## config.mk

```make
export PLATFORM = sky130hd
export DESIGN_NAME = sm4_req_scheduler
export DESIGN_NICKNAME = d
export VERILOG_FILES = /design/src/rtl/sm4_req_scheduler.sv
export SDC_FILE = /design/constraint.sdc
export NUM_CORES = 1
export LEC_CHECK = 0
export ABC_AREA = 1
export CAP_MARGIN = 20
export CORE_AREA = 5 5 401 403
export CTS_CLUSTER_DIAMETER = 50
export DETAILED_ROUTE_END_ITERATION = 6
export DIE_AREA = 0 0 406 408
export GPL_TIMING_DRIVEN = 0
export PLACE_DENSITY = 0.36
export SLEW_MARGIN = 20
export SYNTH_ARGS = -nofsm -noshare
export SYNTH_HDL_FRONTEND = slang
export SYNTH_SLANG_ARGS = --single-unit
```

## constraint.sdc

```tcl
create_clock -name clk -period 48.7 [get_ports clk]
set_input_delay 4.87 -clock clk [delete_from_list [all_inputs] [get_ports clk]]
set_output_delay 4.87 -clock clk [all_outputs]
set_load 0.05 [all_outputs]
```

## src/rtl/sm4_req_scheduler.sv

```systemverilog
// sm4_req_scheduler: round-robin front end time-sharing one SM4 core,
// reloading the key schedule only when {key, direction} changes.
module sm4_req_scheduler #(
  parameter int NREQ        = 2,
  parameter int TIMEOUT_CYC = 64,
  localparam int IW = (NREQ > 1) ? $clog2(NREQ) : 1,
  localparam int CW = $clog2(TIMEOUT_CYC + 1)
) (
  input  logic              clk,
  input  logic              reset,
  input  logic [NREQ-1:0]   req_valid,
  output logic [NREQ-1:0]   req_ready,
  input  logic [NREQ-1:0]   req_dec,
  input  logic [NREQ*128-1:0] req_key,
  input  logic [NREQ*128-1:0] req_data,
  input  logic              key_flush,
  output logic              resp_valid,
  input  logic              resp_ready,
  output logic [127:0]      resp_data,
  output logic [IW-1:0]     resp_id,
  output logic              resp_err,
  output logic              sm4_enable,
  output logic              encdec_enable,
  output logic              encdec_sel,
  output logic              enable_key_exp,
  output logic              user_key_valid,
  output logic [127:0]      user_key,
  output logic              core_valid_in,
  output logic [127:0]      core_data_in,
  input  logic              key_exp_ready,
  input  logic              core_valid_out,
  input  logic [127:0]      core_result
);

  localparam logic [2:0] S_IDLE  = 3'd0;
  localparam logic [2:0] S_ARB   = 3'd1;
  localparam logic [2:0] S_KLOAD = 3'd2;
  localparam logic [2:0] S_KWAIT = 3'd3;
  localparam logic [2:0] S_ISSUE = 3'd4;
  localparam logic [2:0] S_RWAIT = 3'd5;
  localparam logic [2:0] S_RESP  = 3'd6;

  typedef struct packed {
    logic [127:0]  key;
    logic [127:0]  data;
    logic          dec;
    logic [IW-1:0] id;
  } op_t;

  logic [2:0]    state;
  logic [IW-1:0] rr_ptr;
  logic          key_loaded;
  logic [127:0]  ld_key;
  logic          ld_dec;
  op_t           op;
  logic [CW-1:0] wcnt;
  logic [127:0]  rsp_data;
  logic          rsp_err;

  logic          gnt_hit;
  logic [IW-1:0] gnt_id;
  logic [127:0]  g_key;
  logic [127:0]  g_data;
  logic          g_dec;
  logic          key_hit;
  logic          wait_to;
  logic          in_key;

  function automatic logic [IW-1:0] wrap_inc(
    input logic [IW-1:0] a,
    input int            b
  );
    int s;
    s = int'(a) + b;
    if (s >= NREQ) s = s - NREQ;
    return IW'(s);
  endfunction

  // first valid requester at or after rr_ptr
  always_comb begin
    gnt_hit = 1'b0;
    gnt_id  = '0;
    for (int k = 0; k < NREQ; k++) begin
      if (!gnt_hit && req_valid[wrap_inc(rr_ptr, k)]) begin
        gnt_hit = 1'b1;
        gnt_id  = wrap_inc(rr_ptr, k);
      end
    end
  end

  assign g_key  = req_key[128*int'(gnt_id) +: 128];
  assign g_data = req_data[128*int'(gnt_id) +: 128];
  assign g_dec  = req_dec[gnt_id];

  assign key_hit = key_loaded
                && (g_key == ld_key)
                && (g_dec == ld_dec);

  assign wait_to = (wcnt == CW'(TIMEOUT_CYC - 1));

  always_ff @(posedge clk or posedge reset) begin
    if (reset) begin
      state      <= S_IDLE;
      rr_ptr     <= '0;
      key_loaded <= 1'b0;
      ld_key     <= '0;
      ld_dec     <= 1'b0;
      op         <= '0;
      wcnt       <= '0;
      rsp_data   <= '0;
      rsp_err    <= 1'b0;
    end else begin
      case (state)
        S_IDLE: begin
          if (|req_valid) state <= S_ARB;
        end
        S_ARB: begin
          if (gnt_hit) begin
            op <= '{key: g_key, data: g_data,
                    dec: g_dec, id: gnt_id};
            rr_ptr <= wrap_inc(gnt_id, 1);
            state  <= key_hit ? S_ISSUE : S_KLOAD;
          end else begin
            state <= S_IDLE;
          end
        end
        S_KLOAD: begin
          key_loaded <= 1'b0;
          wcnt       <= '0;
          state      <= S_KWAIT;
        end
        S_KWAIT: begin
          if (key_exp_ready) begin
            key_loaded <= 1'b1;
            ld_key     <= op.key;
            ld_dec     <= op.dec;
            state      <= S_ISSUE;
          end else if (wait_to) begin
            key_loaded <= 1'b0;
            rsp_data   <= '0;
            rsp_err    <= 1'b1;
            state      <= S_RESP;
          end else begin
            wcnt <= wcnt + CW'(1);
          end
        end
        S_ISSUE: begin
          wcnt  <= '0;
          state <= S_RWAIT;
        end
        S_RWAIT: begin
          if (core_valid_out) begin
            rsp_data <= core_result;
            rsp_err  <= 1'b0;
            state    <= S_RESP;
          end else if (wait_to) begin
            key_loaded <= 1'b0;
            rsp_data   <= '0;
            rsp_err    <= 1'b1;
            state      <= S_RESP;
          end else begin
            wcnt <= wcnt + CW'(1);
          end
        end
        S_RESP: begin
          if (resp_ready) begin
            state <= (|req_valid) ? S_ARB : S_IDLE;
          end
        end
        default: state <= S_IDLE;
      endcase
      // flush overrides a same-cycle key_exp_ready
      if (key_flush) key_loaded <= 1'b0;
    end
  end

  assign in_key = (state == S_KLOAD) || (state == S_KWAIT);

  assign req_ready = (state == S_ARB && gnt_hit)
                   ? (NREQ'(1) << gnt_id) : '0;

  assign sm4_enable     = (state != S_IDLE);
  assign encdec_enable  = (state != S_IDLE);
  assign enable_key_exp = in_key;
  assign user_key_valid = (state == S_KLOAD);
  assign user_key       = in_key ? op.key : '0;
  assign encdec_sel     = in_key & op.dec;
  assign core_valid_in  = (state == S_ISSUE);
  assign core_data_in   = (state == S_ISSUE) ? op.data : '0;
  assign resp_valid     = (state == S_RESP);
  assign resp_data      = rsp_data;
  assign resp_id        = op.id;
  assign resp_err       = rsp_err;

endmodule

```

; Word-level counts from Yosys, hierarchy flattened
; Cells that the tools add are included.
; W data, S select, Z words.
[op_classes]
addsub = 6
n_lt_le_gt_ge = 6
n_eq_ne = 14
shifts = 3
n_mux = 42
bitwise = 1
n_reduce_logical = 19
[op_table]
columns = cell, count
row1 = $mux W128, 5
row2 = $shiftx A256 B9 Y128, 2
row3 = $pmux W128 S2, 1
row4 = $eq A128 B128 Y1, 1
row5 = $mux W1, 21
row6 = $mux W3, 7
row7 = $mux W7, 3
row8 = $pmux W3 S7, 1
row9 = $pmux W7 S3, 1
row10 = $reduce_and A2 Y1, 5
row11 = $eq A3 B3 Y1 const B, 3
row12 = $add A7 B1 Y7 const B, 1
row13 = $eq A7 B6 Y1 const B, 1
row14 = $eq A3 B2 Y1 const B, 2
row15 = $lt A1 B2 Y1 const B, 3
row16 = $ne A2 B2 Y1 const B, 3
row17 = $reduce_bool A3 Y1, 2
row18 = $add A1 B1 Y2 const B, 2
row19 = $ge A2 B2 Y1 const B, 2
row20 = $logic_and A1 B1 Y1, 4
row21 = $reduce_bool A4 Y1, 1
row22 = $reduce_or A2 Y1, 2
row23 = $eq A3 B1 Y1 const B, 1
row24 = $logic_not A3 Y1, 1
row25 = other kinds (14), 16
[totals]
regBits = 528
in_bits = 650
out_inout_bits = 395
wordCells = 103

; Depth between registers and ports, before layout
; Gate-level depths: netlist of the first run.
[logic_depth]
word_depth = 15
mapped_depth = 19
ltp_nobuf = 17

; Worst setup path before layout of the first run
; OpenSTA, ideal clock, no wires.
[synth_timing]
path_type = input-to-output
from = input port req_valid[1]
to = output port req_ready[0]
t_arrival_ns = 6.178
required_time_ns = 43.830
setup_slack_ns = 37.652
stages = 5
path_buffers = 3
cell_sequence = buf_2 -> a21boi_2 -> buf_2 -> nor2_1 -> clkbuf_1
[synth_between]
elab_chain_cells = 8
word_cells_on_any_way = 13
classes_between = 1 x shift / 9 x mux / 3 x reduce/logical
[synth_lines]
columns = item, line_no
row1 = "start, declared", 11  ; input logic [NREQ-1:0] req_valid,
row2 = $mux W1 (implied by the code) (2 in a row), 84  ; if (!gnt_hit && req_valid[wrap_inc(rr_ptr, k)]) begin
row3 = $mux W1, 84
row4 = $logic_not A1 Y1, 84
row5 = $logic_and A1 B1 Y1, 84
row6 = $mux W1, 84
row7 = $shl A1 B1 Y2 or $logic_and A1 B1 Y1 (tied branches), "180, 179"
row8 = $mux W2 *, 180  ; ? (NREQ'(1) << gnt_id) : '0;
row9 = "end, declared", 12  ; output logic [NREQ-1:0] req_ready,
; Every way passes the cells marked *; elsewhere a longest branch is shown, timed or not. The select of a mux whose other input is x is not followed.

; Worst setup path after layout of the first run
[layout_timing]
from = input port req_valid[0]
to = output port req_ready[1]
; Same word-level chain as after synthesis.

==> flow_summary.ini, run 1 <==
[placed_design]
io_buffers = 1043
gp_congestion = 0.9185
placed_area_um2 = 41110
dpl.hpwl_um = 152300

[die]
die_area_um2 = 165600
core_um2 = 157100
die_h_um = 408
die_x_um = 406
ios = 1045
rows = 146
initial_core_util = 0.1774

[power]
pwr-share-clk = 0.250
switching_share = 0.4787
p_leak_nw = 21.80
powerDensity_nw_per_um2 = 69.67
power.switching_mw = 1.499
seq_power_share = 0.252
comb_power_share = 0.498
ir_drop_mv = 0.06741
p_int_mw = 1.633

[setup_path]
cp.required_ns = 43.83
cp_num_buf_inv = 7
crit_chain = clkdlybuf4s50_1 > nand2_2 > nand2_2 > buf_6 > buf_6 > buf_4 > nor2_1 > buf_2 > buf_2 > clkdlybuf4s50_1
timing.rr.start = rr_ptr
crit_arrival_ns = 8.48
reg2reg_depth = 15
cp-start-kind = primary input
critPathMaxStageDelay_ns = 0.93
crit_path_end_kind = output port
crit_fanout = 10
worstSetupPathType = in -> out
timing.rr.end = state[2]
crit_family = buffers and inverters
regToRegSetupSlack_ns = 45.16
crit_slowest_cell = clkdlybuf4s50_1

[synth]
synth-seq-cells = 528
synth_nets = 4420
synth_area_um2 = 27860
synth_edf_count = 0
syn_area_per_cell_um2 = 7.395
yosys_warnings = 0
synth_cells = 3768
seq_area_frac_synth = 0.4742
synthArstFlopShare = 1.000
synth_cell_types = 35
ys.flop_type = dfrtp_1

[cells_and_area]
final-seq-area_um2 = 13210
final_net_count = 5575
final_area_um2 = 44950
final_cell_mix = nand2_1, clkdlybuf4s50_1, inv_1
fillers = 17281
multi_input_area_um2 = 11560
areaGrowthSynthToFinish_pct = 61.31
final_common_cell = nand2_1
drive_gt1_frac = 0.05967

[timing]
tns_ns = 0
relSlewSlack = 0.2508
fin_crit_ns = 13.35
max_freq_ghz = 0.07492
setup-violations-final = 0
period_share = 0.2741
skew_ns = 0.06274
rsz0062_at_grt = no
tightest_slew_ns = 1.124
hold_viol = 0
maxSlewViolCount = 0

[drt]
ant_nets = 0
first_iter_violations = 2021
first_pass_iters = 5
wl_per_cell_um = 26.81
num_vias = 30398
drt_wl_total_um = 190900
via_per_inst = 4.269
route.detailed.drc = 0

[clock_tree]
clkSlewWorstSetupHoldPaths_ns = 0.05
cts_tree = built
cts_max_level = 3
clock_latency_ns = 0.73
numCtsBuffers = 103
post_cts_resized = 0
cts_root_buf = clkbuf_16
cts_num_sinks = 528
cts_max_path_buffers = 3
postCtsSetupBuffers = 0
ctsHoldBuffers = 0

[worst_hold_path]
min_path_type = reg -> reg
hold_depth = 2
hold_end = wcnt[6]
min_from = wcnt[6]

[grt]
first_global_vias = 31153
grt_usage = 0.2243
grt_pass1_wl_um = 259300
antenna_found_initial = 104
grt_max_degree = 86
gr-total-overflow = 0

[flow_run]
cap_violations = 0

[status]
status = complete, no violations
[worst register-to-register path: stages, from the launching register on]
cell and delay, ns:
dfrtp_1 0.31, inv_1 0.07, a21boi_2 0.61, buf_2 0.65, nand2_1 0.19, nand3_1 0.10, nand2_1 0.10, nor2_1 0.10
nand2_1 0.07, nor2_1 0.14, nand2_1 0.07, nor2_1 0.46, nand2_1 0.12, nor2_1 0.10, nand3_1 0.23, nand3_1 0.15
[area by class of cell]
type	instances	area share
repair buffers	1050	0.2364
multi-input cells	2463	0.2573
clock buffers	136	0.06411
inverters	573	0.04802
flip-flops and latches	528	0.2940
plain buffers	204	0.02124
diodes	37	0.002060
well taps	2072	0.05768
clock inverters	57	0.01929
[routing by layer]
metal  up-vias  wire length [um]  GRT usage
met1     14685             72580     0.2527
met2      1165             94210     0.3922
met3       312             16320    0.07676
met4        96              7217    0.08022
met5         -               580          0
li1      14140                 -          -
[power groups by stage]
| stage | clock (mW) | sequential [mW] | combinational [mW] |
|---|---|---|---|
| after floorplan | 0 | 0.941 | 0.747 |
| after global placement | 0 | 0.795 | 1.58 |
| after detailed placement | 0 | 0.791 | 1.58 |
| after CTS | 0.803 | 0.789 | 1.59 |
| after global routing | 0.820 | 0.814 | 1.68 |
| final | 0.783 | 0.790 | 1.56 |
[worst max-delay path by stage]
| stage | startpoint | end | slack (ns) | depth (start not counted) |
|---|---|---|---|---|
| 2_1_floorplan | reset | key_loaded | 29.08 | 1 |
| 3_3_place_gp | reset | op[150] | 18.53 | 2 |
| 3_5_place_dp | req_valid[0] | req_ready[1] | 35.15 | 10 |
| 4_1_cts | req_valid[0] | req_ready[1] | 35.15 | 10 |
| 5_1_grt | req_valid[0] | req_ready[1] | 35.15 | 10 |
| 6_report | req_valid[0] | req_ready[1] | 35.35 | 10 |
[Yosys cell counts, drive strengths merged, types with 40 or more instances]
master | instances | area share
nor2 | 423 | 0.057
nand2 | 1195 | 0.16
mux2i | 128 | 0.046
nand3b | 40 | 0.011
o21ai | 230 | 0.041
nand3 | 212 | 0.038
buf | 104 | 0.020
clkbuf | 100 | 0.013
o211ai | 148 | 0.040
a31oi | 53 | 0.012
inv | 571 | 0.077
dfrtp | 528 | 0.47
[state kept, by name, indices dropped and copies added (netlist names)]
signal      cells
resp_data     128
key_loaded      1
wcnt            7
op            257
ld_key        128
resp_id         1
rr_ptr          1
ld_dec          1
resp_err        1
state           3
[metrics by stage]
stage               hold WS (ns)  power (mW)  utilization  setup slack [ns]  std cells
global placement          0.4564       2.371       0.2603             18.53       6883
floorplan                 0.4363       1.688            -             29.08       3768
finish                    0.4691       3.132       0.2861             35.35       7120
detailed placement        0.4607       2.375       0.2617             35.15       6890
global route              0.5060       3.309       0.2856             35.15       7091
CTS                       0.4738       3.180       0.2855             35.15       7083
[kinds of logic (layout without fill, tap and decap cells)]
family	Yosys count	count (layout)	share of synthesized area
other	0	37	0
multiplexers	128	128	0.04598
AND/OR/NAND/NOR	1882	1882	0.2696
adder cells (fa/ha/maj)	2	2	0.0008979
buffers and inverters	777	2020	0.1108
AO/OA/AOI/OAI	445	445	0.09668
flip-flops	528	528	0.4742
XOR/XNOR	6	6	0.001886
(Power assumes the default switching activity.)
==> run 2: changes to the inputs <==
Settings changed: CORE_AREA 5 5 401 403 to 5 5 406 408, DIE_AREA 0 0 406 408 to 0 0 411 413, PLACE_DENSITY 0.36 to 0.35.
Clock period 48.7 ns to 13.15 ns, I/O delays scaled along.
==> flow_summary.ini, run 2 (synthesis gave the netlist of run 1 again) <==
[worst_hold_path]
hold_depth = 2
hold_end = resp_err
min_from = resp_err
min_path_type = reg -> reg

[clock_tree]
cts_num_sinks = 528
cts_max_path_buffers = 3
cts_tree = built
numCtsBuffers = 111
cts_max_level = 3
post_cts_resized = 0
ctsHoldBuffers = 0
clkSlewWorstSetupHoldPaths_ns = 0.04
postCtsSetupBuffers = 0
cts_root_buf = clkbuf_16
clock_latency_ns = 0.73

[drt]
route.detailed.drc = 0
ant_nets = 0
first_iter_violations = 2243
num_vias = 30689
wl_per_cell_um = 26.81
first_pass_iters = 5
drt_wl_total_um = 194100
via_per_inst = 4.238

[setup_path]
crit_path_end_kind = output port
crit_fanout = 10
regToRegSetupSlack_ns = 9.37
cp.required_ns = 11.84
reg2reg_depth = 15
timing.rr.end = state[2]
cp-start-kind = primary input
crit_arrival_ns = 5.06
worstSetupPathType = in -> out
timing.rr.start = rr_ptr

[status]
status = complete, no violations

[timing]
fin_crit_ns = 6.375
setup-violations-final = 0
whs_ns = 0.4732
tns_ns = 0
period_share = 0.4848
tightest_slew_ns = 1.191
relSlewSlack = 0.2058
hold_viol = 0
rsz0062_at_grt = no
skew_ns = 0.04962
max_freq_ghz = 0.1569
maxSlewViolCount = 0

[placed_design]
gp_congestion = 0.9004
dp_cells = 7008
io_buffers = 1043
dpl.hpwl_um = 156600

[die]
initial_core_util = 0.1728
die_area_um2 = 169700
rows = 148
ios = 1045
die_x_um = 411
core_um2 = 161300
die_h_um = 413

[grt]
grt_usage = 0.2208
gr-total-overflow = 0
first_global_vias = 30735
grt_max_degree = 29
grt_pass1_wl_um = 260900
antenna_found_initial = 74

[power]
powerDensity_nw_per_um2 = 259.5
p_leak_nw = 22.02
ir_drop_mv = 0.2702

[cells_and_area]
layoutNonFillerInstCount = 7241
final_common_cell = nand2_1
final_cell_mix = nand2_1, clkdlybuf4s50_1, inv_1
areaGrowthSynthToFinish_pct = 63.53
largest_reg_flops = 257
top_register = op
drive_gt1_frac = 0.06464
final_net_count = 5598

[flow_run]
cap_violations = 0
-- run 2: changes by cell type in the layout (fill, tap and decap cells not counted), moves of 3 or more --
cell,delta
buf_12,+20
diode_2,-14
clkbuf_16,+9
clkinvlp_4,+6
buf_16,-5
clkbuf_8,+5
clkbuf_1,+4
inv_6,-3
-- run 2: per-layer routing --
| layer | track usage | vias to the layer above | wire length, um | share of wire |
|---|---|---|---|---|
| li1 | - | 14220 | - | - |
| met1 | 0.2566 | 14803 | 75290 | 0.39 |
| met2 | 0.3903 | 1305 | 96830 | 0.50 |
| met3 | 0.06577 | 291 | 15500 | 0.080 |
| met4 | 0.06773 | 70 | 6063 | 0.031 |
| met5 | 0 | - | 425 | 0.0022 |
-- run 2: power breakdown --
group	switching, mW	internal (mW)	leakage [nW]
Sequential	0.517	2.43	6.49
Clock	1.05	2.00	1.95
Combinational	4.06	1.76	13.6
-- run 2: final cells by class --
cell class / count / area, um^2
tap: 2175 / 2721
clock buffer: 152 / 3183
clock inverter: 58 / 834.6
antenna: 23 / 57.56
timing repair buffer: 1065 / 10890
buffer: 204 / 950.9
sequential: 528 / 13210
fill: 17671 / 115700
multi-input combinational: 2463 / 11560
inverter: 573 / 2155
-- run 2: critical path, cell delays in order --
cell             delay [ns]
clkdlybuf4s50_1        0.58
nand2_2                0.22
nand2_2                0.09
buf_6                  0.15
buf_6                  0.17
buf_4                  0.28
nor2_1                 0.41
buf_2                  0.42
buf_2                  0.50
clkdlybuf4s50_1        0.90
-- run 2: per-stage QoR --
step                      power [mW]  area, um^2  setup slack (ns)  utilization
final                          11.82       45570             6.775       0.2825
after detailed placement       8.867       41490             6.544       0.2572
after CTS                      12.00       45510             6.538       0.2822
after global placement         8.842       41030           -0.9731       0.2544
after global routing           12.47       45520             6.552       0.2822
after floorplan                6.254       27870             4.659            -
-- run 2: worst max-delay path by stage --
stage,end,cells past startpoint,start
after CTS,req_ready[1],10,req_valid[0]
after global routing,req_ready[1],10,req_valid[0]
after global placement,resp_data[48],2,reset
final,req_ready[1],10,req_valid[0]
after detailed placement,req_ready[1],10,req_valid[0]
after floorplan,key_loaded,1,reset
